$ cat src/rtl/arbiter8_rr_pkg.sv
// Shared types and constants for the 8-way round-robin arbiter.
// Holds FSM state encoding, mode encoding and a one-hot helper.
package arbiter8_rr_pkg;

    typedef enum logic [1:0] {
        ST_IDLE  = 2'd0,
        ST_GRANT = 2'd1,
        ST_GAP   = 2'd2
    } state_t;

    localparam logic MODE_FIXED = 1'b0;
    localparam logic MODE_RR    = 1'b1;

    function automatic logic [7:0] onehot8(input logic [2:0] idx);
        return 8'b1 << idx;
    endfunction

endpackage

$ cat src/rtl/arbiter8_rr_pri_sel8.sv
// Combinational downward-wrapping priority selector over 8 active-low requests.
// Ports: req_n (active-low requests), start (first index searched), win, found.
module pri_sel8 (
    input  logic [7:0] req_n,
    input  logic [2:0] start,
    output logic [2:0] win,
    output logic       found
);

    always_comb begin : search
        logic [2:0] idx;
        win   = start;
        found = 1'b0;
        idx   = start;
        // Search start, start-1, ... wrapping 0 -> 7; first hit wins.
        for (int k = 0; k < 8; k++) begin
            idx = start - 3'(k);
            if (!found && !req_n[idx]) begin
                win   = idx;
                found = 1'b1;
            end
        end
    end

endmodule

$ cat src/rtl/arbiter8_rr.sv
// Shared-resource arbiter for 8 active-low requesters, fixed or round-robin.
// Ports: iClk, iRst_n, iEI (active-low enable), iMode, iReq -> oGrant, oGrantId, oBusy, oTimeout.
module arbiter8_rr
    import arbiter8_rr_pkg::*;
#(
    parameter int MAX_HOLD = 16
) (
    input  logic       iClk,
    input  logic       iRst_n,
    input  logic       iEI,
    input  logic       iMode,
    input  logic [7:0] iReq,
    output logic [7:0] oGrant,
    output logic [2:0] oGrantId,
    output logic       oBusy,
    output logic       oTimeout
);

    localparam int CNT_W = $clog2(MAX_HOLD);

    state_t           state, state_n;
    logic [CNT_W-1:0] cnt, cnt_n;
    logic [2:0]       ptr, ptr_n;
    logic [7:0]       grant, grant_n;
    logic [2:0]       id, id_n;
    logic             busy, busy_n;
    logic             tmo, tmo_n;

    logic [2:0] start;
    logic [2:0] win;
    logic       found;

    // Fixed mode always starts at 7; RR starts just below the last owner.
    assign start = (iMode == MODE_RR) ? ptr - 3'd1 : 3'd7;

    pri_sel8 u_sel (
        .req_n (iReq),
        .start (start),
        .win   (win),
        .found (found)
    );

    always_ff @(posedge iClk or negedge iRst_n) begin
        if (!iRst_n) begin
            state <= ST_IDLE;
            cnt   <= '0;
            ptr   <= 3'd0;
            grant <= 8'h00;
            id    <= 3'd0;
            busy  <= 1'b0;
            tmo   <= 1'b0;
        end else begin
            state <= state_n;
            cnt   <= cnt_n;
            ptr   <= ptr_n;
            grant <= grant_n;
            id    <= id_n;
            busy  <= busy_n;
            tmo   <= tmo_n;
        end
    end

    always_comb begin
        state_n = state;
        cnt_n   = cnt;
        ptr_n   = ptr;
        grant_n = grant;
        id_n    = id;
        busy_n  = busy;
        tmo_n   = 1'b0;
        unique case (state)
            ST_IDLE: begin
                if (!iEI && found) begin
                    state_n = ST_GRANT;
                    cnt_n   = '0;
                    grant_n = onehot8(win);
                    id_n    = win;
                    busy_n  = 1'b1;
                end
            end
            ST_GRANT: begin
                // Disable beats release, release beats timeout.
                if (iEI) begin
                    state_n = ST_IDLE;
                    grant_n = 8'h00;
                    busy_n  = 1'b0;
                end else if (iReq[id]) begin
                    state_n = ST_GAP;
                    grant_n = 8'h00;
                    busy_n  = 1'b0;
                    ptr_n   = id;
                end else if (cnt == CNT_W'(MAX_HOLD - 1)) begin
                    state_n = ST_GAP;
                    grant_n = 8'h00;
                    busy_n  = 1'b0;
                    ptr_n   = id;
                    tmo_n   = 1'b1;
                end else begin
                    cnt_n = cnt + CNT_W'(1);
                end
            end
            ST_GAP: begin
                state_n = ST_IDLE;
            end
            default: begin
                state_n = ST_IDLE;
                grant_n = 8'h00;
                busy_n  = 1'b0;
            end
        endcase
    end

    assign oGrant   = grant;
    assign oGrantId = id;
    assign oBusy    = busy;
    assign oTimeout = tmo;

endmodule

$ cat config.mk
export PLATFORM = sky130hd
export DESIGN_NAME = arbiter8_rr
export DESIGN_NICKNAME = d
export VERILOG_FILES = /design/src/rtl/arbiter8_rr_pkg.sv /design/src/rtl/arbiter8_rr_pri_sel8.sv /design/src/rtl/arbiter8_rr.sv
export SDC_FILE = /design/constraint.sdc
export NUM_CORES = 1
export LEC_CHECK = 0
export ABC_AREA = 1
export BUFFER_PORTS_ARGS = -buffer_cell sky130_fd_sc_hd__buf_2
export CAP_MARGIN = 10
export CORE_MARGIN = 2
export CORE_UTILIZATION = 64
export CTS_BUF_LIST = sky130_fd_sc_hd__clkbuf_16
export DETAILED_ROUTE_END_ITERATION = 6
export GPL_TIMING_DRIVEN = 0
export PLACE_DENSITY_LB_ADDON = 0.1
export REMOVE_ABC_BUFFERS = 1
export SLEW_MARGIN = 5
export SYNTH_ARGS = -nofsm -noshare
export SYNTH_HDL_FRONTEND = slang
export SYNTH_SLANG_ARGS = --single-unit
export TNS_END_PERCENT = 50
$ cat constraint.sdc
create_clock -name iClk -period 4.15 [get_ports iClk]
set_input_delay 0.2075 -clock iClk [delete_from_list [all_inputs] [get_ports iClk]]
set_output_delay 0.2075 -clock iClk [all_outputs]
set_load 0.1 [all_outputs]
# [After elaboration in Yosys (flattened, before gate mapping)]
# Cells that the tools add are included.
[classes] addsub=9 multipliers=0 n_div=0 magnitude_cmp=9 n_eq_ne=8 shifts=1 n_mux=60 bitwise_logic=2 n_reduce_logical=30
[ops] cell="$lt 3x4->1 const B" n=9
[ops] cell="$mux 8" n=4
[ops] cell="$mux 3" n=10
[ops] cell="$bmux 1 s3" n=9
[ops] cell="$mux 1" n=25
[ops] cell="$pmux 8 s3" n=1
[ops] cell="$mux 4" n=4
[ops] cell="$logic_not 1->1" n=14
[ops] cell="$sub 3x3->3 const B" n=4
[ops] cell="$logic_and 1x1->1" n=8
[ops] cell="$mux 2" n=4
[ops] cell="$ne 2x2->1 const B" n=4
[ops] cell="$pmux 4 s2" n=1
[ops] cell="$shl 1x3->8 const A" n=1
[ops] cell="$reduce_and 3->1" n=2
[ops] cell="$sub 3x1->3 const B" n=2
[ops] cell="$sub 3x2->3 const B" n=2
[ops] cell="$reduce_and 5->1" n=1
[ops] cell="$add 4x1->4 const B" n=1
[ops] cell="$eq 4x4->1 const B" n=1
[ops] cell="$ne 4x4->1 const B" n=1
[ops] cell="$pmux 2 s2" n=1
[ops] cell="$reduce_and 2->1" n=2
[ops] cell="$reduce_bool 2->1" n=2
[ops] cell="other kinds (5)" n=6
[word_totals] ff_bits=22 latchBits=0 ramBits=0 rom_bits=0 output_inout_bits=13 mem_count=0

# [Depth between registers and ports, before layout]
# Gate-level depths: netlist of the first run.
[logic_depth] ltp_word=29 ltp_mapped=25

# [By module]
# A second synthesis of the first run with hierarchy kept.
[unflattened] cells_unflattened=289 hier_area_um2=1914.3
[by_module_without_submodules] module="arbiter8_rr" instances=1 cells_per_inst=145 area_each_um2=1191.1
[by_module_without_submodules] module="pri_sel8" instances=1 cells_per_inst=144 area_each_um2=723.2

# [Worst setup path before layout of the first run]
# OpenSTA, ideal clock, no wires.
[synth_path] kind="reg-to-reg" from="register ptr[0]" to="register grant[7] (netlist: oGrant[7])" setup_time_ns=0.120 t_arrival_ns=2.688 t_required_ns=4.030 setup_slack_ns=1.343 path_stages_with_launch=23 period_less_slack_ns=2.807 cell_sequence="dfrtp_1 buf_6 inv_1 ha_1 nand2_4 ha_1 buf_2 inv_1 nand3_1 nand2_1 nand2_2 nand2_4 nand3_4 nor2_8 nand4_4 nor2_4 nor2_2 nand2_4 nand2_4 nand2_1 inv_1 nand3_1 nand2_1"
[synth_between] elab_chain_cells=29 elab_cells_between_ends=66
[synth_rtl] item="start, declared" line="arbiter8_rr.sv:23" text="logic [2:0] ptr, ptr_n;"
[synth_rtl] item="start signal, assigned" line="arbiter8_rr.sv:55" text="ptr <= ptr_n;"
[synth_rtl] item="$sub 3x1->3 (*)" line="arbiter8_rr.sv:34" text="assign start = (iMode == MODE_RR) ? ptr - 3'd1 : 3'd7;"
[synth_rtl] item="$mux 3 (*)" line="arbiter8_rr.sv:34"
[synth_rtl] item="$sub 3x1->3" line="arbiter8_rr_pri_sel8.sv:17" text="idx = start - 3'(k);"
[synth_rtl] item="$bmux 1 s3" line="arbiter8_rr_pri_sel8.sv:18" text="if (!found && !req_n[idx]) begin"
[synth_rtl] item="$mux 1 (implied by the code)" line="arbiter8_rr_pri_sel8.sv:18"
[synth_rtl] item="$logic_not 1->1" line="arbiter8_rr_pri_sel8.sv:18"
[synth_rtl] item="$logic_and 1x1->1" line="arbiter8_rr_pri_sel8.sv:18"
[synth_rtl] item="$mux 1" line="arbiter8_rr_pri_sel8.sv:18"
[synth_rtl] item="[... 13 more ...]"
[synth_rtl] item="$logic_and 1x1->1" line="arbiter8_rr_pri_sel8.sv:18"
[synth_rtl] item="$mux 1" line="arbiter8_rr_pri_sel8.sv:18"
[synth_rtl] item="$logic_not 1->1" line="arbiter8_rr_pri_sel8.sv:18"
[synth_rtl] item="$logic_and 1x1->1" line="arbiter8_rr_pri_sel8.sv:18"
[synth_rtl] item="$mux 3 / $mux 1 (equally long branches)" line="arbiter8_rr_pri_sel8.sv:18"
[synth_rtl] item="$shl 1x3->8 / $logic_and 1x1->1 (equally long branches)" line="arbiter8_rr_pkg.sv:15, arbiter8_rr.sv:73"
[synth_rtl] item="$mux 8 / $ne 2x2->1 (equally long branches)"
[synth_rtl] item="$pmux 8 s3 / $reduce_and 3->1 (equally long branches)"
[synth_rtl] item="end signal, assigned" line="arbiter8_rr.sv:56" text="grant <= grant_n;"
[synth_rtl] item="end, declared" line="arbiter8_rr.sv:24" text="logic [7:0] grant, grant_n;"
# Mark *: on every way between the ends. The rest lies on a longest branch, timed or not. The select of a mux whose other input is x is not followed.
# A chain may end at the register's enable or synchronous reset.

# [Final worst setup path of the first run]
[layout_path] from="register ptr[0]" to="register cnt[2]"
[layout_between] elab_chain_cells=29 elab_cells_between_ends=56
[layout_rtl] item="$sub 3x1->3 (*)" line="arbiter8_rr.sv:34"
[layout_rtl] item="$mux 3 (*)" line="arbiter8_rr.sv:34"
[layout_rtl] item="$sub 3x1->3" line="arbiter8_rr_pri_sel8.sv:17"
[layout_rtl] item="$bmux 1 s3" line="arbiter8_rr_pri_sel8.sv:18"
[layout_rtl] item="$mux 1 (implied by the code)" line="arbiter8_rr_pri_sel8.sv:18"
[layout_rtl] item="$logic_not 1->1" line="arbiter8_rr_pri_sel8.sv:18"
[layout_rtl] item="$logic_and 1x1->1" line="arbiter8_rr_pri_sel8.sv:18"
[layout_rtl] item="$mux 1" line="arbiter8_rr_pri_sel8.sv:18"
[layout_rtl] item="[... 13 more ...]"
[layout_rtl] item="$logic_and 1x1->1" line="arbiter8_rr_pri_sel8.sv:18"
[layout_rtl] item="$mux 1" line="arbiter8_rr_pri_sel8.sv:18"
[layout_rtl] item="$logic_not 1->1" line="arbiter8_rr_pri_sel8.sv:18"
[layout_rtl] item="$logic_and 1x1->1" line="arbiter8_rr_pri_sel8.sv:18"
[layout_rtl] item="$mux 1 (*)" line="arbiter8_rr_pri_sel8.sv:18"
[layout_rtl] item="$logic_and 1x1->1 (*)" line="arbiter8_rr.sv:73" text="if (!iEI && found) begin"
[layout_rtl] item="$ne 2x2->1 (no source line) (*)"
[layout_rtl] item="$reduce_and 5->1 (no source line) (*)"
[layout_rtl] item="end signal, assigned" line="arbiter8_rr.sv:54" text="cnt <= cnt_n;"
[layout_rtl] item="end, declared" line="arbiter8_rr.sv:22" text="logic [CNT_W-1:0] cnt, cnt_n;"
# Marked as above.

==> impl_metrics.csv, run 1 <==
group,metric,value,unit
yosys,synth.distinct_cells,34,
min_path,hp-start,"iEI",
critical_path,cp.arrival,3.71,ns
placed_design,post-place-ws,0.6677,ns
drt,via_per_inst,5.515,
yosys,synth-compound-area-share,9.065,%
clock_network,clockBufferDepth,2,
yosys,netlist_area,2208,um2
sta,fin_tns_setup,0,ns
sta,setup_violations,0,
grt,grt_max_degree,23,
job,cap_violations,0,
floorplanning,chipHeight,62.74,um
sta,relSlewSlack,61.73,%
yosys,synth_xor_area_share,0.3966,%
floorplanning,die_area,3936,um2
sta,layout_setup_ws,0.6226,ns
drt,wl_per_cell,12.38,um
critical_path,r2r-start,"ptr[0]",
floorplanning,core-area,3337,um2
floorplanning,pin_count,25,
grt,overflow,0,
clock_network,clock_sinks,22,
min_path,hold_depth,4,
sta,slew_viol_final,0,
placed_design,portBuffers,24,
yosys,synth_top_family_by_area,"simple AND/OR/NAND/NOR gates",
yosys,synth_fa_ha_area_share,2.266,%
critical_path,critPathLaunchType,"flip-flop",
yosys,ys_seq_area_share,24.93,%
critical_path,crit_fanout,12,
final_layout,num_antenna_cells,0,
critical_path,r2r_setup_slack,0.62,ns
clock_network,clkTransAtPathRegs,0.06,ns
min_path,hp-class,"in2reg",
yosys,yosys_register_bits,22,
critical_path,reg2reg_depth,18,
drt,drtIter0Drc,159,
critical_path,r2r_end,"cnt[2]",
final_layout,nets,381,
grt,grtUsageTotal,28.78,%
sta,period_share,85.00,%
yosys,synth_warnings,0,
grt,grt_pass1_vias,2136,
grt,antenna_found_initial,0,
final_layout,final_area,2429,um2
critical_path,critPathKind,"reg2reg",
outcome,status,"finished, final reports clean",
drt,antenna_left,0,
sta,hold_viol_final,0,
yosys,synthMuxAreaShare,0,%
yosys,yosys.area_share.simple,52.86,%
sta,fmax,283.5,MHz
critical_path,crit_path_end_kind,"flip-flop",
placed_design,hpwl,3.854,mm
final_layout,area_growth,9.972,%
sta,final.setup_skew,0.004962,ns
clock_network,htree_num_levels,1,
yosys,syn_area_per_cell,6.457,um2
placed_design,gp_congestion,0.8494,
clock_network,numCtsBuffers,3,
sta,grt_setup_unrepaired,"no",
sta,worst_pin_slew,0.5722,ns
drt,totalWireLength,5.075,mm
grt,grt_pass1_wl,9.308,mm
floorplanning,initial_core_util,66.18,%
sta,fin_crit,3.527,ns
drt,firstDrtPassIters,4,
clock_network,cts-root-buf,"clkbuf_16",
final_layout,drive_gt1_share,18.41,%
critical_path,critPathRequiredTime,4.33,ns
floorplanning,rows,21,
clock_network,cts_tree,"done",
drt,drc,0,
floorplanning,die_w,62.74,um
yosys,synthCells,342,
clock_network,clock_latency,0.26,ns
min_path,worst_hold_path.endpoint,"oTimeout",
placed_design,dpl_cell_area,2313,um2
drt,vias,2261,
==> worst max path at each step <==
| stage | start | end | slack [ns] | depth (start not counted) |
|---|---|---|---|---|
| final | ptr[0] | cnt[2] | 0.62 | 18 |
| after global routing | ptr[0] | cnt[2] | 0.27 | 18 |
| after CTS | ptr[0] | cnt[2] | 0.64 | 18 |
| after detailed placement | ptr[0] | cnt[2] | 0.67 | 17 |
| after global placement | ptr[0] | cnt[2] | 0.74 | 18 |
| after floorplan | ptr[0] | cnt[2] | 1.21 | 17 |
==> cell families (layout without fill, tap and decap cells) <==
logic type                 Yosys count  count (layout)
DFF                                 22              22
AOI/OAI and AO/OA                   31              31
xor gates and xnor gates             1               1
and+or+nand+nor                    235             235
buffers and inverters               49              71
adders and majority gates            4               4
==> flip-flops by register name, indices dropped and copies added (netlist names) <==
name	cells
state	2
oGrant	8
cnt	4
ptr	3
oTimeout	1
oBusy	1
oGrantId	3
==> synth_stat cells <==
library cell	number	share of area, %
buf_6	6	3.1
a21boi_0	4	1.4
xor2_1	1	0.40
nand3_2	6	2.7
nor2_1	14	2.4
nor3_1	1	0.23
nor2_2	2	0.57
o21a_1	1	0.34
buf_2	1	0.23
o21bai_1	4	1.4
nand2_2	9	2.5
nand3_1	46	10
a31oi_1	1	0.28
o21bai_4	1	0.85
ha_1	4	2.3
nor3_4	1	0.74
o21ai_2	1	0.40
o21ai_0	8	1.8
nand4_4	1	0.96
a21oi_1	6	1.4
nor2_4	2	1.0
dfrtp_1	22	25
nand3_4	2	1.6
inv_1	37	6.3
nand2_4	7	3.6
nand2_1	135	23
nand4_1	7	2.0
or2_2	1	0.28
clkinv_1	1	0.17
inv_2	3	0.51
o21ai_1	4	0.91
clkinv_2	1	0.23
a21oi_2	1	0.40
nor2_8	1	0.91
==> timing repair <==
action	in CTS	in global routing
buffers inserted	0	0
hold endpoints to repair	22	0
hold buffers	1	0
gates resized for setup	0	0
==> metrics by stage <==
stage	hold slack (ns)	util, %	std cells
detailed placement	0.1970	69.33	405
finish	0.2945	72.78	410
CTS	0.2889	72.78	410
floorplan	-0.08809	-	335
global placement	0.1849	69.33	405
global route	0.3272	72.78	410
==> layout by cell type, fill, tap and decap left out, drive strengths merged, types with 3 or more instances in the layout <==
cell type	netlist	final
clkbuf	0	3
nand2	151	151
nand3	54	54
a21boi	4	4
o21ai	13	13
dfrtp	22	22
buf	7	24
nor2	19	19
nand4	8	8
ha	4	4
inv	40	40
a21oi	7	7
o21bai	5	5
==> area by class of cell <==
| class | instances | area (um2) |
|---|---|---|
| clock buffer | 3 | 75.07 |
| clock inverter | 1 | 30.03 |
| fill | 292 | 908.4 |
| inverter | 42 | 158.9 |
| multi-input combinational | 271 | 1426 |
| sequential | 22 | 550.5 |
| tap | 46 | 57.56 |
| timing repair buffer | 25 | 130.1 |
==> routing by layer <==
layer / track usage, % / up-vias / routed length (um)
met1: 38.73 / 1017 / 2214
li1: - / 1143 / -
met5: 0 / - / 0
met2: 47.85 / 88 / 2355
met4: 8.333 / 0 / 111
met3: 4.685 / 13 / 394
==> critical path, cell delays in order, from the launching register on <==
cell and delay (ns):
dfrtp_1 0.52, inv_1 0.10, ha_1 0.36, nand2_4 0.11, ha_1 0.51, inv_1 0.23
nand3_1 0.14, nand2_1 0.06, nand2_1 0.10, nand2_4 0.07, nand3_4 0.08, nor2_8 0.05
nand4_4 0.09, o21bai_4 0.08, nor3_4 0.45, clkinv_1 0.22, nand2_2 0.15, nand2_1 0.05
o21ai_1 0.07
Power of run 1 is left out: the tool's default activity adds up to more than one toggle a clock period on the data nets, which glitch-free logic cannot reach.
==> run 2, diff against run 1 <==
--- a/config.mk
+++ b/config.mk
@@ -9,7 +9,7 @@
 export BUFFER_PORTS_ARGS = -buffer_cell sky130_fd_sc_hd__buf_2
 export CAP_MARGIN = 10
 export CORE_MARGIN = 2
-export CORE_UTILIZATION = 64
+export CORE_UTILIZATION = 59
 export CTS_BUF_LIST = sky130_fd_sc_hd__clkbuf_16
 export DETAILED_ROUTE_END_ITERATION = 6
 export GPL_TIMING_DRIVEN = 0
==> constraint.sdc (replaced) <==
create_clock -name iClk -period 3.7 [get_ports iClk]
set_input_delay 0.185 -clock iClk [delete_from_list [all_inputs] [get_ports iClk]]
set_output_delay 0.185 -clock iClk [all_outputs]
set_load 0.1 [all_outputs]
==> run 2 against run 1 <==
Worst setup slack got worse by 0.31 ns. Sequential share of layout area fell by 0.30 points. Largest cell class unchanged. Critical path depth did not move. Worst hold slack got worse by 0.040 ns. Wire length fell by 4.0%. Via count fell by 3.5%. Utilization fell by 5.0 points. Critical endpoint is now oGrant[7].
==> impl_metrics.csv, run 2 (same netlist as run 1, synthesis figures left out) <==
group,metric,value,unit
outcome,status,"finished, final reports clean",
sta,fin_crit,3.388,ns
sta,fmax,295.2,MHz
job,cap_violations,0,
grt,antenna_found_initial,0,
drt,drc,0,
final_layout,largest_reg_flops,8,
grt,met2_usage,39.80,%
drt,antenna_left,0,
grt,grt_pass1_vias,1888,
grt,overflow,0,
sta,relSlewSlack,67.64,%
drt,totalWireLength,4.870,mm
final_layout,final_core_util,67.73,%
critical_path,r2r_setup_slack,0.31,ns
clock_network,numCtsBuffers,3,
grt,grt_pass1_wl,8.631,mm
sta,worst_pin_slew,0.4888,ns
critical_path,critPathRequiredTime,3.84,ns
grt,met1_usage,39.02,%
critical_path,crit_path_end_kind,"flip-flop",
critical_path,reg2reg_depth,18,
placed_design,hpwl,3.914,mm
critical_path,r2r_end,"oGrant[7]",
critical_path,critPathKind,"reg2reg",
sta,period_share,91.56,%
clock_network,clock_latency,0.26,ns
critical_path,r2r-start,"ptr[0]",
drt,wl_per_cell,11.71,um
critical_path,cp_slowest_cell,"dfrtp_1",
final_layout,final_cells,416,
clock_network,clkTransAtPathRegs,0.06,ns
final_layout,multi_input_area,1426,um2
grt,use_met3,3.596,%
final_layout,n_fill_cell,347,
sta,slew_viol_final,0,
drt,firstDrtPassIters,4,
final_layout,nets,385,
sta,final.setup_skew,0.005423,ns
clock_network,cts-root-buf,"clkbuf_16",
critical_path,critPathMaxStageDelay,0.51,ns
sta,setup_violations,0,
drt,drtIter0Drc,148,
floorplanning,core-area,3633,um2
floorplanning,pin_count,25,
clock_network,clockBufferDepth,2,
floorplanning,rows,22,
sta,hold_viol_final,0,
critical_path,cp.arrival,3.53,ns
placed_design,gp_congestion,0.8424,
floorplanning,chipHeight,65.18,um
final_layout,drive_gt1_share,19.29,%
critical_path,critPathLaunchType,"flip-flop",
final_layout,num_antenna_cells,0,
critical_path,path_cells,"inv_1 -> ha_1 -> nand2_4 -> ha_1 -> inv_1 -> nand3_1 -> nand2_1 -> nand2_2 -> nand2_4 -> nand3_4 -> nor2_8 -> nand4_4 -> o21bai_4 -> nor3_4 -> buf_4 -> buf_4 -> nand3_1 -> nand2_1",
final_layout,final_common_cell,"nand2_1",
critical_path,crit_fanout,10,
clock_network,cts_tree,"done",
drt,via_per_inst,5.245,
placed_design,dp.cells,407,
clock_network,cts_resized,0,
min_path,worst_hold_path.endpoint,"oTimeout",
min_path,hold_depth,4,
grt,grt_max_degree,23,
floorplanning,initial_core_util,60.78,%
grt,grtUsageTotal,25.47,%
clock_network,clock_sinks,22,
drt,vias,2182,
final_layout,area_growth,11.44,%
grt,busiest_layer,"met2",
final_layout,regArea,550.5,um2
floorplanning,die_area,4248,um2
clock_network,htree_num_levels,1,
placed_design,portBuffers,24,
final_layout,final_cell_mix,"nand2_1, nand3_1, inv_1, buf_2, dfrtp_1",
floorplanning,die_w,65.18,um
min_path,hp-class,"in2reg",
min_path,hp-start,"iEI",
run 2: cell count changes in the layout (fill, tap and decap cells not counted), sizes merged:
cell and change:
buf +4
run 2: layout make-up:
cell class | count | area share [%]
tap | 48 | 2.440
inverter | 42 | 6.457
sequential | 22 | 22.37
clock inverter | 1 | 1.220
clock buffer | 3 | 3.050
timing repair buffer | 29 | 6.507
multi-input combinational | 271 | 57.96
run 2: what timing repair did:
item,4_1_cts,5_1_grt
endpoints found under the hold margin,22,0
endpoints found under the setup margin,0,3
setup buffers,0,4
hold buffers,1,0
run 2: through the flow:
| step | setup WS (ns) | area [um2] | hold slack, ns | setup TNS, ns |
|---|---|---|---|---|
| 2_1_floorplan | 0.7567 | 2136 | -0.1106 | 0 |
| 6_report | 0.3122 | 2461 | 0.2542 | 0 |
| 5_1_grt | -0.01174 | 2461 | 0.2834 | -0.01174 |
| 4_1_cts | 0.2433 | 2431 | 0.2474 | 0 |
| 3_5_place_dp | 0.2359 | 2316 | 0.1683 | 0 |
| 3_3_place_gp | 0.2854 | 2316 | 0.1713 | 0 |
run 2: worst max-delay path, delay by kind of cell, from the launching register on:
kind / cells / cell delay (ns)
fa+ha+maj: 2 / 0.81
flops: 1 / 0.51
compound gates: 1 / 0.17
simple gates: 11 / 1.08
buf+inv: 4 / 0.68
run 2: worst max-delay path by stage:
stage,from,endpoint,cells past startpoint
6_report,ptr[0],oGrant[7],18
5_1_grt,ptr[0],oGrant[7],22
4_1_cts,ptr[0],cnt[2],18
3_5_place_dp,ptr[0],cnt[2],18
3_3_place_gp,ptr[0],cnt[2],18
2_1_floorplan,ptr[0],cnt[2],17
run 2: metal layers:
layer | share of wire [%] | vias to the layer above
met5 | 0 | -
met4 | 1.1 | 0
met3 | 7.8 | 7
met2 | 45 | 73
met1 | 46 | 953
li1 | - | 1149
Power of run 2 is left out for the same reason.
